===== src/rtl/bank_arbiter_pkg.sv =====
// Shared constants for the bank arbiter: requester count, index width, FSM encoding.
// No logic beyond a one-hot decode helper.
package bank_arbiter_pkg;
  localparam int N_REQ        = 8;
  localparam int IDX_W        = 3;
  localparam int HOLD_W       = 8;
  localparam int MAX_HOLD_DEF = 16;

  localparam logic [1:0] ST_IDLE  = 2'b00;
  localparam logic [1:0] ST_GRANT = 2'b01;
  localparam logic [1:0] ST_GAP   = 2'b10;

  function automatic logic [N_REQ-1:0] onehot(input logic [IDX_W-1:0] i);
    return N_REQ'(1) << i;
  endfunction
endpackage


===== src/rtl/bank_arbiter_rr_priority_pick.sv =====
// Round-robin pick: first set bit of req at or after ptr, wrapping 7->0.
// Purely combinational; found is low when req is empty.
module rr_priority_pick
  import bank_arbiter_pkg::*;
(
  input  logic [N_REQ-1:0] req,
  input  logic [IDX_W-1:0] ptr,
  output logic             found,
  output logic [IDX_W-1:0] idx
);
  logic [IDX_W-1:0] cand;

  always_comb begin
    idx  = '0;
    cand = '0;
    // Walk downward so the smallest offset from ptr is written last and wins.
    for (int i = N_REQ - 1; i >= 0; i--) begin
      cand = ptr + IDX_W'(i);
      if (req[cand]) idx = cand;
    end
  end

  assign found = |req;
endmodule


===== src/rtl/bank_arbiter.sv =====
// Round-robin bank arbiter with bounded hold time; 1 cycle req->grant, GAP+IDLE between owners.
// Owner holds until release, request drop or MAX_HOLD expiry (expiry alone pulses timeout).
module bank_arbiter #(
  parameter int N_REQ    = bank_arbiter_pkg::N_REQ,
  parameter int MAX_HOLD = bank_arbiter_pkg::MAX_HOLD_DEF
) (
  input  logic                               clk,
  input  logic                               reset,
  input  logic [N_REQ-1:0]                   req,
  // 'release' is a reserved word, so the owner's release strobe takes this name.
  input  logic                               release_req,
  output logic [bank_arbiter_pkg::IDX_W-1:0] grant_cod,
  output logic                               grant_en,
  output logic [N_REQ-1:0]                   grant,
  output logic                               timeout
);
  import bank_arbiter_pkg::*;

  localparam logic [HOLD_W-1:0] HOLD_MAX = HOLD_W'(MAX_HOLD);

  logic [1:0]        state_q, state_d;
  logic [IDX_W-1:0]  ptr_q, ptr_d;
  logic [HOLD_W-1:0] hold_q, hold_d;
  logic [IDX_W-1:0]  grant_cod_q, grant_cod_d;
  logic              grant_en_q, grant_en_d;
  logic              timeout_q, timeout_d;

  logic              pick_found;
  logic [IDX_W-1:0]  pick_idx;
  logic              owner_req;
  logic              expired;

  rr_priority_pick u_pick (
    .req   (req),
    .ptr   (ptr_q),
    .found (pick_found),
    .idx   (pick_idx)
  );

  always_comb begin
    state_d     = state_q;
    ptr_d       = ptr_q;
    hold_d      = hold_q;
    grant_cod_d = grant_cod_q;
    grant_en_d  = grant_en_q;
    timeout_d   = 1'b0;
    owner_req   = req[grant_cod_q];
    expired     = (hold_q == HOLD_MAX);

    case (state_q)
      ST_IDLE: begin
        if (pick_found) begin
          state_d     = ST_GRANT;
          grant_cod_d = pick_idx;
          grant_en_d  = 1'b1;
          hold_d      = HOLD_W'(1);
          ptr_d       = pick_idx + IDX_W'(1);
        end
      end
      ST_GRANT: begin
        if (release_req || !owner_req || expired) begin
          state_d    = ST_GAP;
          grant_en_d = 1'b0;
          // Release wins over a coinciding expiry, so only a pure expiry flags timeout.
          timeout_d  = !release_req && owner_req;
        end else begin
          hold_d = hold_q + HOLD_W'(1);
        end
      end
      ST_GAP: begin
        state_d = ST_IDLE;
      end
      default: begin
        state_d    = ST_IDLE;
        grant_en_d = 1'b0;
      end
    endcase
  end

  always_ff @(posedge clk or negedge reset) begin
    if (!reset) begin
      state_q     <= ST_IDLE;
      ptr_q       <= '0;
      hold_q      <= '0;
      grant_cod_q <= '0;
      grant_en_q  <= 1'b0;
      timeout_q   <= 1'b0;
    end else begin
      state_q     <= state_d;
      ptr_q       <= ptr_d;
      hold_q      <= hold_d;
      grant_cod_q <= grant_cod_d;
      grant_en_q  <= grant_en_d;
      timeout_q   <= timeout_d;
    end
  end

  assign grant_cod = grant_cod_q;
  assign grant_en  = grant_en_q;
  assign timeout   = timeout_q;
  assign grant     = grant_en_q ? onehot(grant_cod_q) : '0;
endmodule


===== config.mk =====
export PLATFORM = sky130hd
export DESIGN_NAME = bank_arbiter
export DESIGN_NICKNAME = d
export VERILOG_FILES = /design/src/rtl/bank_arbiter_pkg.sv /design/src/rtl/bank_arbiter_rr_priority_pick.sv /design/src/rtl/bank_arbiter.sv
export SDC_FILE = /design/constraint.sdc
export NUM_CORES = 1
export LEC_CHECK = 0
export ABC_AREA = 1
export CAP_MARGIN = 20
export CORE_AREA = 5 5 69 71
export CTS_CLUSTER_SIZE = 25
export DETAILED_ROUTE_END_ITERATION = 6
export DIE_AREA = 0 0 74 76
export PLACE_DENSITY = 0.65
export SLEW_MARGIN = 40
export SYNTH_ARGS = -nofsm -noshare
export SYNTH_HDL_FRONTEND = slang
export SYNTH_HIERARCHICAL = 1
export SYNTH_SLANG_ARGS = --single-unit

===== constraint.sdc =====
create_clock -name clk -period 2.2 [get_ports clk]
set_clock_uncertainty 0.05 [all_clocks]
set_input_delay 0.33 -clock clk [delete_from_list [all_inputs] [get_ports clk]]
set_output_delay 0.33 -clock clk [all_outputs]
set_load 0.01 [all_outputs]

======== Word-level counts from Yosys, hierarchy flattened ========
Cells that the tools add are included.
Widths: inputs -> output; s select.
word-level totals
  bits in registers ....................... 18
  input bits .............................. 11
  output and inout port bits .............. 13
operators by class
  add/sub/neg operators ................... 9
  order comparisons ....................... 9
  equality and inequality tests ........... 6
  shifts and indexed selects .............. 1
  mux-type cells .......................... 38
  bitwise gates (word level) .............. 1
  reduce and logical (&&, ||, !) cells .... 12
operators by type and width
  operator             count
  $lt 3x4->1 const B   9
  $bmux 1 s3           9
  $mux 3               8
  $mux 8               3
  $pmux 8 s2           1
  $mux 1               13
  $add 3x3->3 const B  4
  $add 8x1->8 const B  1
  $eq 8x5->1 const B   1
  $reduce_or 8->1      1
  $shl 1x3->8 const A  1
  $add 3x1->3 const B  2
  $add 3x2->3 const B  2
  $ne 2x2->1 const B   3
  $reduce_and 3->1     2
  $mux 2               2
  $pmux 2 s2           1
  $reduce_and 2->1     2
  $pmux 1 s3           1
  $eq 2x1->1 const B   1
  $eq 2x2->1 const B   1
  $logic_not 1->1      2
  $logic_not 2->1      1
  $logic_or 1x1->1     2
  3 further kinds      3

======== Longest topological paths before layout ========
Gate-level depths: netlist of run 1.
  depth in word-level cells ............... 12
  gate-level depth with buffers ........... 19

======== Cells and area by module ========
Netlist of run 1, hierarchy kept.
modules (own cells, without submodules)
  module            times used  cells each  area an instance (um^2)  sequential area each (um^2)
  bank_arbiter      1           145         1069.8                   450.4
  rr_priority_pick  1           129         688.2                    0.0

======== Worst setup path after synthesis of run 1 ========
OpenSTA, ideal clock, no wires.
  path type ............................... flip-flop to flip-flop
  from .................................... register ptr_q[1]
  to ...................................... register ptr_q[2]
  arrival ................................. 2113 ps
  data required time ...................... 2017 ps
  slack ................................... -96 ps
  stages on the path, launching flop included .. 19
  buffers on the path ..................... 2
  clock period less this slack ............ 2296 ps
  path through ............................ dfrtp_1 > buf_6 > inv_4 > ha_1 > buf_4 > inv_2 > nand3_1 > nand3_2 > nand2_2 > nor2_1 > nand2_1 > nand3_1 > nand2_1 > nand2_1 > nand2_1 > a21oi_2 > ha_1 > xnor2_1 > o21ai_0
between the ends
  cells in the longest elaborated chain, start to end .. 12
  elaborated cells between the ends (all ways) .. 32
  those cells by class .................... 8 x add/sub; 24 x mux
ends and longest elaborated chain
  element                       RTL line                             RTL
  from (decl)                   bank_arbiter.sv:22                   logic [IDX_W-1:0] ptr_q, ptr_d;
  from (signal assigned)        bank_arbiter.sv:90                   ptr_q <= ptr_d;
  $add 3x3->3                   bank_arbiter_rr_priority_pick.sv:18  cand = ptr + IDX_W'(i);
  $bmux 1 s3                    bank_arbiter_rr_priority_pick.sv:19  if (req[cand]) idx = cand;
  $mux 1 (implied by the code)  bank_arbiter_rr_priority_pick.sv:19
  $mux 3 (7 in series)          bank_arbiter_rr_priority_pick.sv:19
  $mux 3 *                      bank_arbiter_rr_priority_pick.sv:19
  named net pick_idx[1]         bank_arbiter.sv:29                   logic [IDX_W-1:0] pick_idx;
  $add 3x1->3 *                 bank_arbiter.sv:57                   ptr_d = pick_idx + IDX_W'(1);
Mark *: on every way through the listed nets, which the timed path passes. The rest lies on a longest branch. The select of a mux whose other input is x is not followed.
A chain may end at the register's enable or synchronous reset.

======== Final worst setup path of run 1 ========
Same ends and word-level chain as after synthesis.

==> results by stage, run 1 <==
Outcome:
- The flow ran to the end, but the final reports show violations.
- The checks that failed: negative setup slack.

Die:
- Once the floorplan was initialized, standard cells occupied 42.12% of the core.
- The area of the core region is 0.004174 sq mm.
- In this run the horizontal extent of the chip is about 74 um.
- In this run the core area contains 24 standard-cell rows.
- The number of ports placed on the die boundary is 24.
- The die height is 76 um.
- The die covers 0.005624 sq mm.

GRT:
- The number of global-route vias before repair was 1746.
- The number of antenna violations at the first check in global routing is 0.
- Entering global routing, the biggest net connects 19 pins.
- Global routing consumed, over all layers together, ~16% of the routing resources.
- The total grt overflow is 0.
- The global-route wire length before repair is between 7000 and 8000 um.

Clock network:
- The number of hold-repair buffers added at the cts stage is 0.
- The number of H-tree levels is 1.
- TritonCTS built the clock tree.
- The master cell of the clock root buffer is clkbuf_8.
- The clock passes through at most 2 buffers.
- Clock tree synthesis inserted a total of 3 buffers.
- Clock-pin slew was measured on the worst setup and hold paths at 0.07 ns.
- Counting every sink on the clock net gives 18.
- At the later pin of the worst-skew pair, clock insertion delay measures 0.25 ns.

Setup path:
- The critical path startpoint is ptr_q[1]$_DFFE_PN0P_.
- The required time at the worst-slack endpoint is 2.29 ns.
- The cell class contributing the biggest share of worst-path delay is simple AND/OR/NAND/NOR gates.
- The type of element launching the critical path is a flop.
- The most numerous cell type found on the critical path is nand2_1.
- The cell with the largest stage delay on the worst path is dfrtp_2.
- The type of the worst setup path is reg2reg.
- In this design, the stage delay of the slowest critical-path cell is 0.45 ns.
- The worst setup path is captured at a flop.
- For the worst setup path, the data arrival time is 2.31 ns.
- Along the worst path, the maximum fanout reaches 4.
- The source of the worst register-to-register timing path is ptr_q[1]$_DFFE_PN0P_.
- The total buffers and inverters traversed by the critical path is 2.
- Walking the worst path, the cells encountered are ha_1 > inv_1 > nand2_1 > nand2_2 > inv_1 > nand3_4 > nand2_4 > nor2_1 > nand2_1 > nand3_1 > nand2_1 > nand2_1 > nand2_1 > a21oi_2 > ha_4 > xnor2_1 > o21ai_1.

STA:
- Setup repair after global routing could not meet its margin everywhere.
- The accumulated negative setup slack is -0.02309 ns.
- The final count of pins violating max slew is 0.
- After layout, the worst setup slack is -0.02309 ns.
- The time the final worst path needs with I/O delays and setup is 2.223 ns.
- The final setup violation count is 1.
- Static timing analysis puts the maximum clock frequency at 0.4498 GHz.
- The max-slew headroom at the worst pin is 76.23%.
- The pin slew with the least headroom to its limit is 0.3566 ns.
- The post-route fraction of the period consumed by the critical path is 101.0%.
- The final-report hold violation count is 0.

Drt:
- The remaining number of nets flagged by the antenna check after routing is 0.
- The via density per instance is 4.953.
- In the routed design, unresolved DRC markers number 0.
- The total length of routed wires is 4420 um.
- The first detailed-routing pass ran for 4 iterations.
- The final route contains 1882 vias.
- The average routed wire per standard cell is 11.63 um.
- The starting DRC count in detailed routing is ~110.

Yosys:
- A synthesized cell averages ~6.4 sq um.
- The distinct cell type count after synthesis is 30.
- The summed instance area of the synthesized netlist is 0.001758 sq mm.
- The proportion of synthesized flip-flops having asynchronous set or reset is 100.0%.
- Synthesis produced a netlist with a net count of 290.
- The share of the Yosys chip area taken by registers is 25.62%.
- The most instantiated flip-flop cell in the synthesis netlist is dfrtp_1.
- The top cell type by area accounts for 25.62% of the synthesized area.
- In this run, synthesis produced a sequential element count of 18.
- The cell with the most instances after synthesis is nand2_1.
- The number of warnings reported in the yosys synthesis log is 6.
- Ranked by total cell area, the synthesized netlist is headed by dfrtp_1 (26%), nand2_1 (19%), nand3_1 (11%), nor2_1 (5.8%), nand3_2 (5.7%).
- The biggest area contributor in the post-synthesis netlist is dfrtp_1.
- Sorting the synthesized cells by how often they occur yields nand2_1 (89), nand3_1 (38), nor2_1 (27).
- Yosys mapped a number of flops with a built-in enable equal to 0.
- In the synthesized netlist, the number of instances is roughly 270.

Power and ir drop:
- In this run the static leakage power is 1.198 nW.
- The peak supply drop is around 0.54 mV.
- The completed layout was analyzed and its total power is roughly 4.6 mW.
- The power density of the placed cells is 1865 mW/mm^2.

Place:
- Including well taps, the total number of placed cells is 374.
- The congestion estimate from routability-driven global placement came to roughly 0.88.
- In this run the tool buffered the top-level ports with 23 buffer cells.
- The final HPWL from detailed placement is 3507 um.
- After detailed placement, the total cell area comes to 0.002276 sq mm.

Min path:
- In this run the worst hold path is classified as in2async.

Cells and area:
- Excluding fillers, the count of instances in the completed layout stands at 380.
- The final design instance area without fill is 0.002442 sq mm.
- The count of antenna diodes in the layout is 0.
- The area growth from synthesis to layout is 38.93%.
- The final-stage net count is between 300 and 400.
- The share of layout cells above drive strength 1 is between 20% and 30%.

Run:
- The max-capacitance violation count is 0.
layout make-up:
class                           count  area (sq um)
Sequential cell                    18         451.7
Tap cell                           52         65.06
Multi-Input combinational cell    220          1259
Timing Repair Buffer               55         483.0
Fill cell                         421          1732
Clock buffer                        4         55.05
Inverter                           31         128.9
state kept, by name, indices dropped and copies added, names as in the netlist:
| signal | cells |
|---|---|
| timeout | 1 |
| grant_cod | 3 |
| grant_en | 1 |
| hold_q | 8 |
| state_q | 2 |
| ptr_q | 3 |
cell families after synthesis:
kind of cell / share of synthesized area (%)
simple gates: 53.59
buf+inv: 9.893
flops: 25.62
compound gates: 4.840
xor+xnor: 2.492
fa+ha+maj: 3.559
path summary, 6_finish.rpt:
kind	endpoint	slack [ns]	cells after the start
setup / recovery	ptr_q[2]$_DFFE_PN0P_	-0.02	17
hold / removal	hold_q[2]$_DFFE_PN0P_	0.34	2
setup reg to reg	ptr_q[2]$_DFFE_PN0P_	-0.02	17
hold reg to reg	grant_en$_DFFE_PN0P_	0.45	1
max in group asynchronous	ptr_q[1]$_DFFE_PN0P_	1.53	2
min in group clk	grant_en$_DFFE_PN0P_	0.45	1
cell usage in the layout (no fill, tap or decap), types with 4 or more instances in the layout:
cell | synthesis | final
inv_1 | 24 | 23
nand2_2 | 13 | 18
nand2_1 | 89 | 83
clkbuf_8 | 0 | 4
buf_4 | 1 | 31
nand3_2 | 10 | 11
nor2_1 | 27 | 27
clkdlybuf4s50_1 | 0 | 23
a21oi_1 | 7 | 7
nand3_1 | 38 | 32
nand3_4 | 1 | 6
inv_2 | 4 | 4
dfrtp_1 | 18 | 17
report_power, final:
group          total [mW]  internal (mW)  switching, mW
Sequential          0.584          0.441          0.143
Combinational        3.70           1.62           2.08
Clock               0.268          0.159          0.109
timing repair:
item	CTS	global route
buffers inserted	2	1
endpoints found under the hold margin	0	0
endpoints found under the setup margin	2	6
pin swaps	3	1
resized for setup	4	20
routing by layer:
metal,track usage [%],part of all wire [%],vias to the layer above
li1,-,-,991
met1,20.85,44,853
met2,28.72,50,34
met3,2.507,5.1,4
met4,3.442,0.86,0
met5,0,0,-
stage by stage:
step	hold WS, ns	utilization [%]	worst slack [ns]
finish	0.3448	58.51	-0.02309
global route	0.3768	58.51	-0.1928
CTS	0.3521	56.47	-0.02537
detailed placement	0.4468	54.53	-0.1676
global placement	0.4410	54.53	-0.1756
floorplan	-0.01559	-	-0.02372
Note: power is estimated with default switching activity, not from simulation.
==> run 2, diff against run 1 <==
CTS_CLUSTER_DIAMETER = 200   (was default)
==> results of run 2 <==
No change in the layout: final DEF, timing and power equal those of run 1.
==> run 3, diff against run 2 <==
CORE_AREA = 5 5 51 97   (was 5 5 69 71)
DIE_AREA = 0 0 56 102   (was 0 0 74 76)
PLACE_DENSITY = 0.66   (was 0.65)
==> run 3 against run 2 <==
Against the previous run:
- the flow still finishes with violations (negative setup slack)
- die area rose by 1.6%
- combinational power rose by 5.7%
- register-to-register slack got worse by 0.03 ns
- wire length rose by 20%
- via count rose by 4.9%
- flip-flop and latch count did not move
- cell area rose by 0.77%
- non-clock buffer count rose by 4
- final cell count rose by 1.1%
- clock-buffer cell count did not move
==> results by stage, run 3 (synthesis gave the netlist of run 1 again) <==
Power and ir drop:
- The worst-case IR drop observed on VDD is 1.049 mV.
- In this run the power spent charging and discharging nets is 2.471 mW.
- For this design the static power due to leakage is 1.221 nW.
- The clock share of power is between 5 and 6%.
- The internal power consumption is between 2 and 2.5 mW.
- The switching power share of the total is about half.
- The power density of the placed cells is 1937 mW/mm^2.
- The power share of the combinational group is 81.9%.
- The sequential group share of total power is 12.4%.

Place:
- Routability-driven placement finished with a final weighted congestion of 1.053.
- The wire-length estimate of the detail-placed layout is 4377 um.
- After detailed placement, the design holds a cell count of 376.
- The number of buffers added on ports is 23.

Drt:
- The length of the first detailed-routing pass in iterations is 5.
- The first routing iteration left 38 violations.
- The remaining number of nets flagged by the antenna check after routing is 0.
- The average routed wire per standard cell is 13.86 um.
- The via total after detailed routing is around 2000.
- Dividing the detail-routed via count by the number of cells gives 5.143.
- The total length of routed wires is roughly 5300 um.
- In the routed design, unresolved DRC markers number 0.

STA:
- The worst hold slack across all endpoints is 0.3406 ns.
- Setup violations remaining at the end of the flow were counted as 3.
- Setup repair after global routing could not meet its margin everywhere.
- Measured against its own limit, the worst slew margin works out to 74.54%.
- The post-route fraction of the period consumed by the critical path is 102.4%.
- Timing would allow up to 0.4437 GHz.
- The final-report hold violation count is 0.
- The pin slew with the least headroom to its limit is 0.3819 ns.
- The time the final worst path needs with I/O delays and setup is about 2.3 ns.
- The setup slack of the critical path after layout is -0.05354 ns.
- The final count of pins violating max slew came to 0.

Clock network:
- TritonCTS built the clock tree.
- Clock-pin slew was measured on the worst setup and hold paths at 0.07 ns.
- The number of clock sinks is 18.
- The clock network latency to the later pin of the worst-skew pair is 0.26 ns.
- The TritonCTS buffer count is 3.
- The master cell of the clock root buffer is clkbuf_8.
- The number of H-tree levels is 1.
- The maximum clock path buffer count is 2.
- The number of hold-repair buffers added at the cts stage is 0.

GRT:
- The number of global-route vias before repair was 1986.
- The total routing resource utilization after global routing is about 20%.
- The number of antenna violations at the first check in global routing is 0.
- The largest net degree at the start of global routing is 19.
- The global-route wire length before repair is 8880 um.
- The total grt overflow is 0.

Setup path:
- STA classifies the critical path endpoint as a flop.
- The type of the worst setup path is reg2reg.
- Data on the critical path is required at its endpoint by 2.30 ns.
- The worst-path maximum fanout is 6.
- The type of element launching the critical path is a flop.
- The critical path startpoint is ptr_q[0]$_DFFE_PN0P_.
- For the worst setup path, the data arrival time is 2.35 ns.
- The startpoint identified for the worst register-to-register timing path is ptr_q[0]$_DFFE_PN0P_.

Die:
- The region available for standard cell placement spans 0.004088 sq mm.
- The number of ports placed on the die boundary is 24.
- The placement row count is 33.
- The initial utilization of the core area, before any placement, comes to 43.01%.
- Measured along the y axis, the die boundary spans 102 um.
- The die is around 56 um wide.
- The floorplan step defined a die boundary enclosing 0.005712 sq mm.

Outcome:
- The run finished, with violations left.
- The checks that failed: negative setup slack.

Cells and area:
- The share of layout cells above drive strength 1 is between 20% and 30%.
- The leading cell type in the layout, fill and taps excluded is nand2_1.
- The number of antenna diodes in the final layout is 0.
- After the flow finishes, the layout carries non-filler instances totaling 384.
- The top cell types in the final layout, fill and taps aside, are nand2_1 (85), buf_4 (35), nand3_1 (30), nor2_1 (27).
- The area growth from synthesis to layout is 40.00%.
- The flip-flop count of the largest register after layout is 8.
- The final-stage net count is 349.
- The multi-input combinational cells in the finished layout cover a total of 0.001252 sq mm.
- hold_q holds more flip-flops than any other register.
- The number of filler cells placed in the layout is 405.
- Across the whole layout, storage elements account for 452.9 sq um.

Min path:
- The classification of the worst-slack hold path is in2async.

Run:
- Max-cap violations in this run came to 0.
run 3: cell type report:
cell class	count	share of cell area [%]
multi-input cells	220	50.89
repair buffers	59	20.49
flip-flops and latches	18	18.40
inverters	31	5.338
well taps	52	2.644
clock buffers	4	2.237
run 3: critical path: stages, from the launching register on:
cell and delay, ns:
dfrtp_1 0.40, inv_2 0.07, ha_4 0.35, inv_8 0.06, nand3_4 0.08, nand3_2 0.09
nand2_2 0.08, inv_2 0.04, nor2_4 0.09, nand2_1 0.06, nand3_1 0.07, nand2_1 0.05
nand2_1 0.05, nand2_1 0.06, a21oi_2 0.21, ha_4 0.16, xnor2_2 0.10, o21ai_1 0.07
run 3: final timing paths:
check | cells after the start | slack, ns | end
max | 17 | -0.05 | ptr_q[2]$_DFFE_PN0P_
min | 2 | 0.34 | hold_q[6]$_DFFE_PN0P_
max reg2reg | 17 | -0.05 | ptr_q[2]$_DFFE_PN0P_
min reg2reg | 1 | 0.46 | grant_en$_DFFE_PN0P_
max in group asynchronous | 2 | 1.54 | grant_cod[1]$_DFFE_PN0P_
min in group clk | 1 | 0.46 | grant_en$_DFFE_PN0P_
run 3: stage by stage:
step | utilization [%] | setup WS (ns) | total power [mW] | setup TNS (ns) | instance area [sq um]
finish | 60.21 | -0.05354 | 4.768 | -0.1073 | 2461
global route | 60.21 | -0.1901 | 5.172 | -0.7708 | 2461
CTS | 59.01 | -0.04316 | 4.551 | -0.09849 | 2412
detailed placement | 55.74 | -0.2720 | 3.959 | -0.8366 | 2278
global placement | 55.74 | -0.2518 | 3.940 | -0.7193 | 2278
floorplan | - | -0.02372 | 2.827 | -0.04533 | 1799
run 3: power by group through the flow:
| stage | sequential [mW] | clock (mW) | combinational, mW |
|---|---|---|---|
| 3_3_place_gp | 0.592 | 0 | 3.35 |
| 2_1_floorplan | 0.554 | 0 | 2.27 |
| 5_1_grt | 0.610 | 0.297 | 4.27 |
| 3_5_place_dp | 0.596 | 0 | 3.36 |
| 6_report | 0.593 | 0.270 | 3.91 |
| 4_1_cts | 0.592 | 0.282 | 3.68 |
run 3: what timing repair did:
item,CTS,global route
gates resized for setup,12,13
setup buffers,4,0
setup endpoints to repair,4,7
pin swaps,9,6
gates cloned,0,0
run 3: metal layers:
metal / global-route usage, % / vias to the layer above / share of wire [%]
met3: 2.655 / 29 / 3.4
met1: 17.23 / 882 / 32
met5: 0 / - / 0
met2: 38.95 / 67 / 57
met4: 16.82 / 0 / 7.3
li1: - / 997 / -
